### config.mk
export PLATFORM = sky130hd
export DESIGN_NAME = btd_decoder
export DESIGN_NICKNAME = d
export VERILOG_FILES = /design/src/rtl/btd_pkg.sv /design/src/rtl/btd_decoder_seg_lut.sv /design/src/rtl/btd_decoder.sv
export SDC_FILE = /design/constraint.sdc
export NUM_CORES = 1
export LEC_CHECK = 0
export CORE_ASPECT_RATIO = 1.4
export CORE_MARGIN = 2
export CORE_UTILIZATION = 49
export DETAILED_ROUTE_END_ITERATION = 10
export PLACE_DENSITY_LB_ADDON = 0.15
export SLEW_MARGIN = 0
export SYNTH_ARGS = -nofsm -noshare
export SYNTH_HDL_FRONTEND = slang
export SYNTH_SLANG_ARGS = --single-unit
### constraint.sdc
create_clock -name clk -period 2.4 [get_ports clk]
set_input_delay 0.24 -clock clk [delete_from_list [all_inputs] [get_ports clk]]
set_output_delay 0.24 -clock clk [all_outputs]
set_load 0.01 [all_outputs]
### src/rtl/btd_pkg.sv
// Shared constants for the signed seven-segment encoder/decoder pair.
// This package is the single source of the 16-entry segment code set.
package btd_pkg;
    localparam int SEG_W = 7;
    localparam int VAL_W = 5;

    localparam logic [SEG_W-1:0] SEG_CODE_0  = 7'b1110111;
    localparam logic [SEG_W-1:0] SEG_CODE_1  = 7'b0010010;
    localparam logic [SEG_W-1:0] SEG_CODE_2  = 7'b1011101;
    localparam logic [SEG_W-1:0] SEG_CODE_3  = 7'b1011011;
    localparam logic [SEG_W-1:0] SEG_CODE_4  = 7'b0111010;
    localparam logic [SEG_W-1:0] SEG_CODE_5  = 7'b1101011;
    localparam logic [SEG_W-1:0] SEG_CODE_6  = 7'b1101111;
    localparam logic [SEG_W-1:0] SEG_CODE_7  = 7'b1010010;
    localparam logic [SEG_W-1:0] SEG_CODE_8  = 7'b1111111;
    localparam logic [SEG_W-1:0] SEG_CODE_9  = 7'b1111011;
    localparam logic [SEG_W-1:0] SEG_CODE_10 = 7'b1111110;
    localparam logic [SEG_W-1:0] SEG_CODE_11 = 7'b0101111;
    localparam logic [SEG_W-1:0] SEG_CODE_12 = 7'b1100101;
    localparam logic [SEG_W-1:0] SEG_CODE_13 = 7'b0011111;
    localparam logic [SEG_W-1:0] SEG_CODE_14 = 7'b1101101;
    localparam logic [SEG_W-1:0] SEG_CODE_15 = 7'b1101100;

    // Indexed view of the code set so generate loops can walk it.
    function automatic logic [SEG_W-1:0] seg_code(input int idx);
        case (idx)
            0:       return SEG_CODE_0;
            1:       return SEG_CODE_1;
            2:       return SEG_CODE_2;
            3:       return SEG_CODE_3;
            4:       return SEG_CODE_4;
            5:       return SEG_CODE_5;
            6:       return SEG_CODE_6;
            7:       return SEG_CODE_7;
            8:       return SEG_CODE_8;
            9:       return SEG_CODE_9;
            10:      return SEG_CODE_10;
            11:      return SEG_CODE_11;
            12:      return SEG_CODE_12;
            13:      return SEG_CODE_13;
            14:      return SEG_CODE_14;
            default: return SEG_CODE_15;
        endcase
    endfunction
endpackage

### src/rtl/btd_decoder_seg_lut.sv
// Combinational exact-match lookup: segment pattern -> {hit, magnitude}.
module seg_lut
    import btd_pkg::*;
(
    input  logic [SEG_W-1:0] i_repr,
    output logic             o_hit,
    output logic [3:0]       o_mag
);
    logic [15:0] w_match;

    generate
        for (genvar gi = 0; gi < 16; gi++) begin : g_match
            assign w_match[gi] = (i_repr == seg_code(gi));
        end
    endgenerate

    // Codes are distinct, so at most one match bit is ever set.
    always_comb begin
        o_hit = |w_match;
        o_mag = 4'd0;
        for (int i = 0; i < 16; i++) begin
            if (w_match[i]) begin
                o_mag = 4'(i);
            end
        end
    end
endmodule

### src/rtl/btd_decoder.sv
// Registered signed seven-segment decoder with valid/ready handshake
// and a saturating count of illegal patterns.
module btd_decoder
    import btd_pkg::*;
#(
    parameter int ERR_W = 8
) (
    input  logic             clk,
    input  logic             reset,
    input  logic             in_valid,
    output logic             in_ready,
    input  logic [SEG_W-1:0] in_repr,
    input  logic             in_sign,
    output logic             out_valid,
    input  logic             out_ready,
    output logic [VAL_W-1:0] out_value,
    output logic             out_err,
    input  logic             err_clr,
    output logic [ERR_W-1:0] err_count
);
    typedef enum logic {ST_EMPTY, ST_FULL} state_t;

    state_t             r_state;
    logic [VAL_W-1:0]   r_value;
    logic               r_err;
    logic [ERR_W-1:0]   r_err_count;

    logic               w_hit;
    logic [3:0]         w_mag;
    logic               w_accept;
    logic [VAL_W-1:0]   w_value;

    seg_lut u_seg_lut (
        .i_repr (in_repr),
        .o_hit  (w_hit),
        .o_mag  (w_mag)
    );

    assign out_valid = (r_state == ST_FULL);
    assign in_ready  = !out_valid || out_ready;
    assign w_accept  = in_valid && in_ready;

    // Negative zero pattern stands for -16, the one value without a positive twin.
    always_comb begin
        w_value = '0;
        if (w_hit) begin
            if (!in_sign) begin
                w_value = {1'b0, w_mag};
            end else if (w_mag == 4'd0) begin
                w_value = 5'b10000;
            end else begin
                w_value = (~{1'b0, w_mag}) + 5'd1;
            end
        end
    end

    always_ff @(posedge clk or posedge reset) begin
        if (reset) begin
            r_state     <= ST_EMPTY;
            r_value     <= '0;
            r_err       <= 1'b0;
            r_err_count <= '0;
        end else begin
            case (r_state)
                ST_EMPTY: if (w_accept) r_state <= ST_FULL;
                ST_FULL:  if (out_ready && !w_accept) r_state <= ST_EMPTY;
                default:  r_state <= ST_EMPTY;
            endcase
            if (w_accept) begin
                r_value <= w_value;
                r_err   <= !w_hit;
            end
            if (err_clr) begin
                r_err_count <= '0;
            end else if (w_accept && !w_hit && (r_err_count != {ERR_W{1'b1}})) begin
                r_err_count <= r_err_count + ERR_W'(1);
            end
        end
    end

    assign out_value = r_value;
    assign out_err   = r_err;
    assign err_count = r_err_count;
endmodule

==> results of run 1 <==
per-stage QoR:
stage          power (W)  hold WS [ns]  setup TNS, ns
2_1_floorplan   0.000369         0.141              0
3_3_place_gp    0.000452         0.461          -2.01
3_5_place_dp    0.000457         0.461          -2.49
4_1_cts         0.000603         0.326              0
5_1_grt         0.000640         0.367              0
6_report        0.000599         0.307              0
registers in the layout, summed over array words and instances, names as in the netlist:
register,count
out_err,1
out_valid,1
out_value,5
err_count,8
critical path, stage by stage:
cell	delay, ns
clkdlybuf4s50_1	0.54
or4b_1	0.49
nor2_1	0.15
a22o_2	0.16
nor2_1	0.05
ha_1	0.19
buf_4	0.14
nor2b_1	0.13
xnor2_1	0.09
a22o_1	0.20
layout make-up:
| type | count | share of cell area (%) |
|---|---|---|
| timing repair buffer | 50 | 27.1 |
| multi-input combinational | 107 | 45.9 |
| inverter | 5 | 1.13 |
| tap | 23 | 1.73 |
| clock buffer | 4 | 1.58 |
| sequential | 15 | 22.6 |
worst paths after layout:
kind,start,end,slack [ns],cells after the start
worst max register to register,err_count[2]$_DFFE_PP0P_,err_count[3]$_DFFE_PP0P_,0.23,6
worst min-delay path,reset,err_count[6]$_DFFE_PP0P_,0.31,2
min in group clk,out_err$_DFFE_PP0P_,out_err$_DFFE_PP0P_,0.48,2
max in group asynchronous,reset,err_count[1]$_DFFE_PP0P_,1.72,2
worst min register to register,out_err$_DFFE_PP0P_,out_err$_DFFE_PP0P_,0.48,2
worst max-delay path,in_repr[1],out_value[2]$_DFFE_PP0P_,0.20,10
Yosys cell counts, types with 2 or more instances:
library cell / number / share of area, %
o22ai_1: 2 / 1.0
mux2_1: 4 / 3.8
o31ai_1: 2 / 1.3
and2_1: 2 / 1.0
buf_6: 2 / 1.9
inv_1: 5 / 1.6
dfrtp_1: 15 / 31
nor2_1: 13 / 4.1
and3_2: 2 / 1.3
nor3_1: 2 / 0.84
a211oi_1: 4 / 2.5
buf_2: 2 / 0.84
nand2b_1: 4 / 2.1
nand2_1: 11 / 3.5
clkbuf_1: 3 / 0.94
and3_1: 5 / 2.6
a21oi_1: 5 / 2.1
nor3b_1: 2 / 1.3
and2b_1: 2 / 1.3
nand3b_1: 2 / 1.3
o21ai_0: 3 / 1.3
nand4_1: 5 / 2.6
a22o_1: 2 / 1.5
xnor2_1: 4 / 2.9
nor2b_1: 5 / 2.6
ha_1: 2 / 2.1
a31o_2: 2 / 1.5
cells by family after synthesis:
family,Yosys count,share of synthesized area [%]
mux,5,4.60
compound gates,29,18.8
buf+inv,12,5.23
xor+xnor,4,2.93
simple gates,67,34.9
flops,15,31.4
fa+ha+maj,2,2.09
power groups by stage:
stage,logic [W],clock network [W],registers (W)
after global placement,0.000176,0,0.000276
after floorplan,0.0000869,0,0.000282
after CTS,0.000181,0.000150,0.000272
after global routing,0.000201,0.000165,0.000273
after detailed placement,0.000181,0,0.000277
final,0.000181,0.000147,0.000272
repair_timing:
item                                   4_1_cts  5_1_grt
endpoints found under the hold margin        0        0
setup endpoints to repair                    0        8
gates resized for setup                      0        3
layer usage:
layer,vias to the layer above,track usage (%),share of wire [%]
met3,4,2.31,3.4
met1,565,22.2,39
li1,589,-,-
met2,37,42.6,56
met4,0,8.93,1.4
met5,-,0,0
==> results.json, run 1 <==
{
  "outcome": "finished, final reports clean",
  "fmax_ghz": 0.454,
  "seq_power_share_pct": 45.3,
  "skew_ns": 0.000554,
  "cp.required_ns": 2.58,
  "drive_above_1_share_pct": 20.4,
  "wl_per_cell_um": 13.6,
  "grt_pass1_wl_um": 4860,
  "cts_hold_buffers": 0,
  "htree_num_levels": 1,
  "irDropWorstVdd_mv": 0.260,
  "die_area_mm2": 0.00286,
  "grt-ovfl-total": 0,
  "stdcell_area_mm2": 0.00166,
  "final_cells": 204,
  "num_vias": 1195,
  "dp_cells": 200,
  "multi_input_area_um2": 763,
  "setup_ws_ns": 0.198,
  "hold_class": "in2async",
  "grt_usage_pct": 22.2,
  "synth-edff-count": 0,
  "p_clk_share_pct": 24.5,
  "viasPerCell": 5.86,
  "core_mm2": 0.00236,
  "start_util_pct": 50.6,
  "syn2layout_area_growth_pct": 39.0,
  "p_per_area_mw_per_mm2": 360,
  "syn_inst": 134,
  "yosysWarnings": 0,
  "fin_util_pct": 70.3,
  "die_w_um": 45.8,
  "grt_pass1_vias": 1197,
  "portBuffers": 28,
  "synthFlopType": "dfrtp_1",
  "ant_nets": 0,
  "seq_area_frac_synth_pct": 31.4,
  "num_antenna_cells": 0,
  "antenna_found_initial": 0,
  "finalCritPeriodShare_pct": 91.7,
  "start_kind": "input port",
  "clk_latency_ns": 0.28,
  "numCtsBuffers": 3,
  "slew_headroom_pct": 62.0,
  "num_rows": 21,
  "switching_power_w": 0.000173,
  "cts.sinks": 15,
  "max-clock-path-buffers": 2,
  "switching_share_pct": 28.8,
  "grt_start_max_net_pins": 16,
  "ios": 29,
  "synth-async-reset-ratio_pct": 100,
  "postCtsSetupRepairBufs": 0,
  "cts_root_buf": "clkbuf_4",
  "cp_max_fo": 6,
  "seq_area_um2": 375,
  "critPathKind": "in2reg",
  "min_period_ns": 2.20,
  "postSynthAreaPerCell_um2": 8.93,
  "cp_data_arrival_time_ns": 2.38,
  "rsz0062_at_grt": "false",
  "die_h_um": 62.5,
  "drt_pass1_iterations": 4,
  "drv_cap": 0,
  "synth_nets": 149,
  "cts_tree": "yes",
  "slew_violations": 0,
  "drc": 0,
  "synth-seq-cells": 15,
  "hpwl_um": 2250,
  "intPower_w": 0.000426,
  "power.leakage_nw": 0.754,
  "clk_pin_slew_worst_paths_ns": 0.09,
  "setup_viol": 0,
  "place_area_mm2": 0.00163,
  "hold_viol": 0,
  "post-place-ws_ns": -0.282,
  "syn_area_mm2": 0.00120,
  "critPathCaptureType": "register",
  "final_nets": 197,
  "combPwrFrac_pct": 30.2,
  "fill_cells": 198,
  "final_common_cell": "clkdlybuf4s50_1",
  "place.gp.congestion": 0.792,
  "synthDistinctLibCells": 49,
  "drt-initial-drc-count": 13,
  "max_slew.worst_pin.slew_ns": 0.569,
  "wirelength_um": 2780,
  "mostFrequentLayoutCells": "clkdlybuf4s50_1 (26), buf_4 (22), dfrtp_1 (15)"
}
Note: power is estimated with default switching activity, not from simulation.
==> run 2, diff against run 1 <==
--- a/config.mk
+++ b/config.mk
@@ -8,6 +8,7 @@
 export CORE_ASPECT_RATIO = 1.4
 export CORE_MARGIN = 2
 export CORE_UTILIZATION = 49
+export CTS_CLUSTER_DIAMETER = 60
 export DETAILED_ROUTE_END_ITERATION = 10
 export PLACE_DENSITY_LB_ADDON = 0.15
 export SLEW_MARGIN = 0
==> results of run 2 <==
No change in the layout: final DEF, timing and power equal those of run 1.
